## src/rtl/demux3_buffered.sv

```systemverilog
// rtl/demux3_buffered.sv - one-to-three word router with a one-entry holding register per channel
//
// demux3_buffered_chan : one output channel, a single-entry register with a valid flag
//    clk, reset        : system clock, synchronous active-low reset
//    load, load_data   : capture a new word this cycle (wins over a drain)
//    out_valid/ready   : consumer handshake
//    out_data          : held word, stable while out_valid & !out_ready
//
// demux3_buffered : routes one WIDTH-bit word per cycle to channel in_sel (0..2)
//    clk, reset                : system clock, synchronous active-low reset
//    in_valid/in_ready         : producer handshake; in_ready depends only on in_sel and channel state
//    in_data, in_sel           : word and destination; in_sel==3 accepts and drops the word
//    outK_valid/ready/data     : three independent consumer handshakes, registered outputs
//    sel_err                   : one-cycle pulse for each dropped illegal-select word
//    drop_count                : saturating count of dropped words

module demux3_buffered_chan #(
   parameter int WIDTH = 32
) (
   input  logic             clk,
   input  logic             reset,
   input  logic             load,
   input  logic [WIDTH-1:0] load_data,
   input  logic             out_ready,
   output logic             out_valid,
   output logic [WIDTH-1:0] out_data
);

   logic             full_q;
   logic [WIDTH-1:0] buf_q;

   // A load in the same cycle as a drain replaces the word and keeps the
   // flag set, which gives one word per cycle through each channel.
   always_ff @(posedge clk) begin
      if (!reset) begin
         full_q <= 1'b0;
         buf_q  <= '0;
      end else if (load) begin
         full_q <= 1'b1;
         buf_q  <= load_data;
      end else if (full_q && out_ready) begin
         full_q <= 1'b0;
      end
   end

   assign out_valid = full_q;
   assign out_data  = buf_q;

endmodule

module demux3_buffered #(
   parameter int WIDTH = 32,
   parameter int CNT_W = 8
) (
   input  logic             clk,
   input  logic             reset,
   input  logic             in_valid,
   output logic             in_ready,
   input  logic [WIDTH-1:0] in_data,
   input  logic [1:0]       in_sel,
   output logic             out0_valid,
   input  logic             out0_ready,
   output logic [WIDTH-1:0] out0_data,
   output logic             out1_valid,
   input  logic             out1_ready,
   output logic [WIDTH-1:0] out1_data,
   output logic             out2_valid,
   input  logic             out2_ready,
   output logic [WIDTH-1:0] out2_data,
   output logic             sel_err,
   output logic [CNT_W-1:0] drop_count
);

   localparam logic [1:0] SEL_BAD = 2'd3;

   logic [CNT_W-1:0] drop_count_q;
   logic             sel_err_q;
   logic             accept;
   logic             accept_bad;
   logic [2:0]       load;

   // Readiness of the selected channel only; an illegal select is always
   // taken so a bad producer can never wedge the router.
   always_comb begin
      in_ready = 1'b1;
      case (in_sel)
         2'd0:    in_ready = !out0_valid || out0_ready;
         2'd1:    in_ready = !out1_valid || out1_ready;
         2'd2:    in_ready = !out2_valid || out2_ready;
         default: in_ready = 1'b1;
      endcase
   end

   assign accept     = in_valid && in_ready;
   assign accept_bad = accept && (in_sel == SEL_BAD);

   always_comb begin
      load = 3'b000;
      if (accept) begin
         case (in_sel)
            2'd0:    load = 3'b001;
            2'd1:    load = 3'b010;
            2'd2:    load = 3'b100;
            default: load = 3'b000;
         endcase
      end
   end

   demux3_buffered_chan #(.WIDTH(WIDTH)) u_chan0 (
      .clk       (clk),
      .reset     (reset),
      .load      (load[0]),
      .load_data (in_data),
      .out_ready (out0_ready),
      .out_valid (out0_valid),
      .out_data  (out0_data)
   );

   demux3_buffered_chan #(.WIDTH(WIDTH)) u_chan1 (
      .clk       (clk),
      .reset     (reset),
      .load      (load[1]),
      .load_data (in_data),
      .out_ready (out1_ready),
      .out_valid (out1_valid),
      .out_data  (out1_data)
   );

   demux3_buffered_chan #(.WIDTH(WIDTH)) u_chan2 (
      .clk       (clk),
      .reset     (reset),
      .load      (load[2]),
      .load_data (in_data),
      .out_ready (out2_ready),
      .out_valid (out2_valid),
      .out_data  (out2_data)
   );

   // Dropped-word bookkeeping; the counter parks at all-ones.
   always_ff @(posedge clk) begin
      if (!reset) begin
         sel_err_q    <= 1'b0;
         drop_count_q <= '0;
      end else begin
         sel_err_q <= accept_bad;
         if (accept_bad && (drop_count_q != {CNT_W{1'b1}})) begin
            drop_count_q <= drop_count_q + {{(CNT_W-1){1'b0}}, 1'b1};
         end
      end
   end

   assign sel_err    = sel_err_q;
   assign drop_count = drop_count_q;

endmodule

```

## config.mk

```make
export PLATFORM = sky130hd
export DESIGN_NAME = demux3_buffered
export DESIGN_NICKNAME = d
export VERILOG_FILES = /design/src/rtl/demux3_buffered.sv
export SDC_FILE = /design/constraint.sdc
export NUM_CORES = 1
export LEC_CHECK = 0
export BUFFER_PORTS_ARGS = -buffer_cell sky130_fd_sc_hd__buf_2
export CAP_MARGIN = 30
export CORE_MARGIN = 2
export CORE_UTILIZATION = 30
export DETAILED_ROUTE_END_ITERATION = 8
export PLACE_DENSITY = 0.5
export RECOVER_POWER = 50
export SKIP_CTS_REPAIR_TIMING = 1
export SLEW_MARGIN = 20
export SYNTH_ARGS = -nofsm -noshare
export SYNTH_HDL_FRONTEND = slang
export SYNTH_SLANG_ARGS = --single-unit
```

## constraint.sdc

```tcl
create_clock -name clk -period 3.6 [get_ports clk]
set_input_delay 0.72 -clock clk [delete_from_list [all_inputs] [get_ports clk]]
set_output_delay 0.72 -clock clk [all_outputs]
set_load 0.05 [all_outputs]
```

==> flow_metrics.tcl, run 1 <==
set metrics [dict create \
    synth_area_per_cell_um2 8.36 \
    synth.area.top_cells "dfxtp_1 (51%), a21oi_1 (12%), nand3_1 (12%)" \
    slew_violations 0 \
    firstDrtPassIters 5 \
    worstPathMaxFanout 11 \
    critical_path_arrival_ns 1.71 \
    layout_setup_ws_ns 1.17 \
    finalClockSkew_ns 0.00764 \
    crit_path_cell_trace "clkbuf_1, mux2i_1, o21ai_0, buf_2" \
    antenna_found_initial 0 \
    power_density_nw_per_um2 517 \
    drc 0 \
    setup-tns-final_ns 0 \
    die_width_um 123 \
    clk_latency_ns 0.36 \
    grt_pass1_vias 3925 \
    startpoint "in_sel[0]" \
    p_seq_share_pct 45.6 \
    post_drt_wl_per_cell_um 18.0 \
    cap_violations 0 \
    worstMarginPinSlew_ns 1.11 \
    max_freq_ghz 0.411 \
    hold_depth 2 \
    fin_area_um2 5320 \
    worstRegToRegCells 4 \
    cts_tree "built" \
    synth_cell_type_count 30 \
    final_cell_mix "dfxtp_1 (108), a21oi_1 (100), nand3_1 (99), clkbuf_1 (93), o21ai_0 (70)" \
    portBuffers 148 \
    start_kind "input pin" \
    min_period_over_period_pct 67.6 \
    syn_area_um2 4260 \
    clk_transition_reported_paths_ns 0.07 \
    slew-limit-headroom_pct 26.0 \
    syn_nets 551 \
    grt_overflow 0 \
    pwr-share-comb_pct 12.3 \
    hpwl_mm 9.69 \
    numClockSinks 108 \
    num_rows 43 \
    grt_setup_unrepaired "no" \
    cp_slowest_cell "clkbuf_1" \
    min_path_type "register to register" \
    power_switching_mw 0.744 \
    cp-end-kind "output pin" \
    grt_first_pass_wirelength_mm 22.2 \
    die_h_um 123 \
    via_per_inst 5.30 \
    syn_inst 510 \
    fin_total_pwr_mw 2.75 \
    drive_gt1_share_pct 14.4 \
    rr_startpoint "drop_count[0]" \
    mostFrequentLayoutCell "dfxtp_1" \
    yosysWarnings 0 \
    die_area_um2 15200 \
    preCtsSetupSlack_ns 1.33 \
    yosysTopAreaCell "dfxtp_1" \
    core_um2 13900 \
    start_util_pct 30.7 \
    fin_nets 667 \
    p_leak_nw 1.85 \
    hold_viol 0 \
    cts_max_level 3 \
    final_core_util_pct 38.3 \
    min_period_ns 2.43 \
    postRouteAntennaNets 0 \
    ys_seq_area_share_pct 50.7 \
    max_stage_delay_ns 0.39 \
    grt_usage_pct 19.3 \
    diodes 0 \
    max-vdd-ir-drop_v 0.000176 \
    required_ns 2.88 \
    min_from "u_chan1.out_data[13]" \
    ys_ff_latch 108 \
    yosysTopAreaCellShare_pct 50.7 \
    clockPowerShare_pct 42.1 \
    cts_root_buf "clkbuf_16" \
    clock_path_buffers 2 \
    crit_type "input pin to output pin" \
    grt_max_degree 60 \
    syn2layout_area_growth_pct 24.8 \
    num_vias 4298 \
    switching_share_pct 27.1 \
    io_pins 149 \
    status "completed" \
    p_int_mw 2.00 \
    numCtsBuffers 9 \
    gp_congestion 0.773 \
    routed_wl_mm 14.6 \
    dpl-instance-area_um2 5090 \
    drt_iter0_drc 251 \
    setup_viol 0 \
]
## cell usage after synthesis
master    number
ha_1           1
and3_1         1
buf_2          8
nand4_1        1
nor3b_2        1
nand3_1       99
nand2b_1       6
a31oi_1        2
buf_6          3
buf_4          5
a21oi_1      100
nor4_1         2
o21ai_1       29
buf_1          2
dfxtp_1      108
and4_1         3
nand3b_1       3
nor2b_1        3
o21ai_0       70
or3b_4         1
o211a_1        2
or4_1          2
and3b_1        2
inv_1          2
nand2_1        6
nor2_1         3
a211oi_1       2
clkbuf_1      37
mux2i_1        5
nand4_2        1
## worst max-delay path: cells and delay by family
kind	cells	cell delay (ns)
buffers and inverters	2	0.69
AO/OA/AOI/OAI	1	0.16
multiplexers	1	0.13
## stage by stage
| step | std cells | hold WS, ns |
|---|---|---|
| 2_1_floorplan | 510 | 0.707 |
| 3_3_place_gp | 795 | 0.459 |
| 3_5_place_dp | 795 | 0.465 |
| 4_1_cts | 811 | 0.475 |
| 5_1_grt | 811 | 0.495 |
| 6_report | 811 | 0.477 |
## cell type report
class                           count  area, um2
Tap cell                          180        225
Inverter                            2       8.76
Sequential cell                   108       2160
Fill cell                        1519       8560
Clock inverter                      6        111
Clock buffer                       10        239
Timing Repair Buffer              160        724
Multi-Input combinational cell    345       1850
## state kept, by name (all words and copies together) (netlist names)
name / count
u_chan0.out_data: 32
u_chan1.out_data: 32
u_chan2.out_data: 32
drop_count: 8
sel_err: 1
u_chan0.out_valid: 1
u_chan1.out_valid: 1
u_chan2.out_valid: 1
## cell families (layout without fill, tap and decap cells)
family                     count (synthesis)  after routing  synth area share (%)
AOI/OAI and AO/OA                        205            205                  24.5
adders and majority gates                  1              1                 0.294
and+or+nand+nor                          134            134                  17.1
buffers and inverters                     57            178                  6.22
muxes                                      5              5                  1.17
DFF                                      108            108                  50.7
## per-layer routing
layer  GRT usage (%)  vias to the layer above  routed length (um)
met4            6.61                        0                 209
li1                -                     2071                   -
met3            4.80                       14                1040
met5               0                        -                   0
met2            30.2                      129                6870
met1            25.9                     2084                6500
## path summary, 6_finish.rpt
check                    endpoint  slack [ns]
max                      in_ready        1.17
min          u_chan1.out_data[13]        0.48
max reg2reg         drop_count[6]        1.98
min reg2reg  u_chan1.out_data[13]        0.48
## power by group through the flow
stage,registers [mW],logic [mW],clock network (mW)
4_1_cts,1.25,0.352,1.19
2_1_floorplan,1.41,0.110,0
3_3_place_gp,1.28,0.347,0
5_1_grt,1.26,0.362,1.23
3_5_place_dp,1.28,0.351,0
6_report,1.25,0.339,1.16
No activity file was read; power rests on OpenSTA's default activity.
==> inputs of run 2 (changes only) <==
==> constraint.sdc (replaced) <==
create_clock -name clk -period 2.4 [get_ports clk]
set_input_delay 0.48 -clock clk [delete_from_list [all_inputs] [get_ports clk]]
set_output_delay 0.48 -clock clk [all_outputs]
set_load 0.05 [all_outputs]
==> flow_metrics.tcl, run 2 (synthesis results as in run 1) <==
set metrics [dict create \
    max-vdd-ir-drop_v 0.000302 \
    max_freq_ghz 0.530 \
    min_from "in_data[11]" \
    slew_violations 0 \
    post_drt_wl_per_cell_um 17.9 \
    worstMarginPinSlew_ns 0.778 \
    core_um2 13900 \
    p_int_mw 2.81 \
    p_seq_share_pct 48.1 \
    fin_nets 670 \
    slew-limit-headroom_pct 47.8 \
    crit_type "input pin to register" \
    instances_no_fill 813 \
    power_switching_mw 1.10 \
    via_per_inst 5.32 \
    worstPathMaxFanout 23 \
    min_period_over_period_pct 78.7 \
    grt_setup_unrepaired "no" \
    die_width_um 123 \
    final_cell_mix "buf_2 (116), dfxtp_1 (108), a21oi_1 (100), nand3_1 (99), o21ai_0 (69)" \
    whs_ns 0.401 \
    num_rows 43 \
    switching_share_pct 28.1 \
    drive_gt1_share_pct 24.2 \
    required_ns 2.68 \
    cp-end-kind "register" \
    grt_pass1_vias 3899 \
    hpwl_mm 9.72 \
    finalClockSkew_ns 0.00727 \
    path_delay_family "buffers and inverters" \
    clk_latency_ns 0.35 \
    fin_total_pwr_mw 3.91 \
    p_leak_nw 2.12 \
    cap_violations 0 \
    layout_setup_ws_ns 0.512 \
    cts_tree "built" \
    grt_first_pass_wirelength_mm 21.9 \
    num_vias 4322 \
    cp_slowest_cell "clkinvlp_2" \
    power_density_nw_per_um2 720 \
    final_core_util_pct 39.1 \
    drc 0 \
    holdPathEnd "u_chan2.out_data[11]" \
    start_kind "input pin" \
    die_area_um2 15200 \
    cts_root_buf "clkbuf_16" \
    pwr-share-comb_pct 13.6 \
    preCtsSetupSlack_ns 0.574 \
    dp.cells 798 \
    hold_depth 3 \
    firstDrtPassIters 6 \
    mostFrequentLayoutCell "buf_2" \
    critical_path_arrival_ns 2.17 \
    crit_path_cell_trace "buf_2, clkinvlp_2, clkbuf_2, a21oi_1" \
    clk_transition_reported_paths_ns 0.07 \
    status "completed" \
    diodes 0 \
    grt_max_degree 62 \
    io_pins 149 \
    reg2reg_to "drop_count[6]" \
    antenna_found_initial 0 \
    dpl-instance-area_um2 5170 \
    critical_path_buf_inv_count 3 \
    setup_viol 0 \
    syn2layout_area_growth_pct 27.3 \
    cts_max_level 3 \
    gp_congestion 0.730 \
    rr_startpoint "drop_count[1]" \
    setup-tns-final_ns 0 \
    numClockSinks 108 \
    min_period_ns 1.89 \
    portBuffers 148 \
    numCtsBuffers 9 \
    drt_iter0_drc 203 \
    worstRegToRegCells 4 \
    min_path_type "input pin to register" \
    clockPowerShare_pct 38.4 \
    hold_viol 0 \
    start_util_pct 30.7 \
    max_stage_delay_ns 0.69 \
    clock_path_buffers 2 \
    die_h_um 123 \
    postRouteAntennaNets 0 \
    fin_area_um2 5420 \
    grt_overflow 0 \
    routed_wl_mm 14.5 \
    grt_usage_pct 18.8 \
    r2r_setup_slack_ns 0.86 \
]
run 2: power groups by stage:
stage / sequential, mW / combinational, mW / clock, mW
floorplan: 2.11 / 0.165 / 0
global placement: 1.92 / 0.533 / 0
detailed placement: 1.92 / 0.538 / 0
CTS: 1.88 / 0.539 / 1.54
global route: 1.88 / 0.564 / 1.61
finish: 1.88 / 0.530 / 1.50
run 2: how the worst max path moves through the flow:
stage | startpoint | end | slack, ns | cells after the start
final | reset | u_chan0.out_data[11] | 0.51 | 4
after global routing | reset | u_chan0.out_data[1] | 0.39 | 4
after CTS | u_chan0.out_valid | in_ready | 0.57 | 4
after detailed placement | in_sel[0] | u_chan2.out_data[20] | 0.57 | 5
after global placement | in_sel[0] | u_chan2.out_data[31] | 0.63 | 5
after floorplan | u_chan1.out_valid | in_ready | 0.31 | 4
run 2: final cells by class:
class                   count  area (um2)
inverters                   2        8.76
multi-input cells         345        1850
well taps                 180         225
flip-flops and latches    108        2160
clock buffers              11         243
fillers                  1490        8460
clock inverters             4        48.8
repair buffers            163         886
run 2: layer usage:
| layer | part of all wire, % | track usage (%) | routed length [um] |
|---|---|---|---|
| met5 | 0 | 0 | 0 |
| met3 | 7.3 | 4.80 | 1060 |
| met4 | 1.4 | 6.82 | 201 |
| met2 | 47 | 29.9 | 6820 |
| met1 | 44 | 24.7 | 6460 |
run 2: worst register-to-register path, stage by stage (launching register included):
cell	delay, ns
dfxtp_1	0.40
ha_1	0.27
nand4_1	0.14
or4_1	0.49
o211a_1	0.14
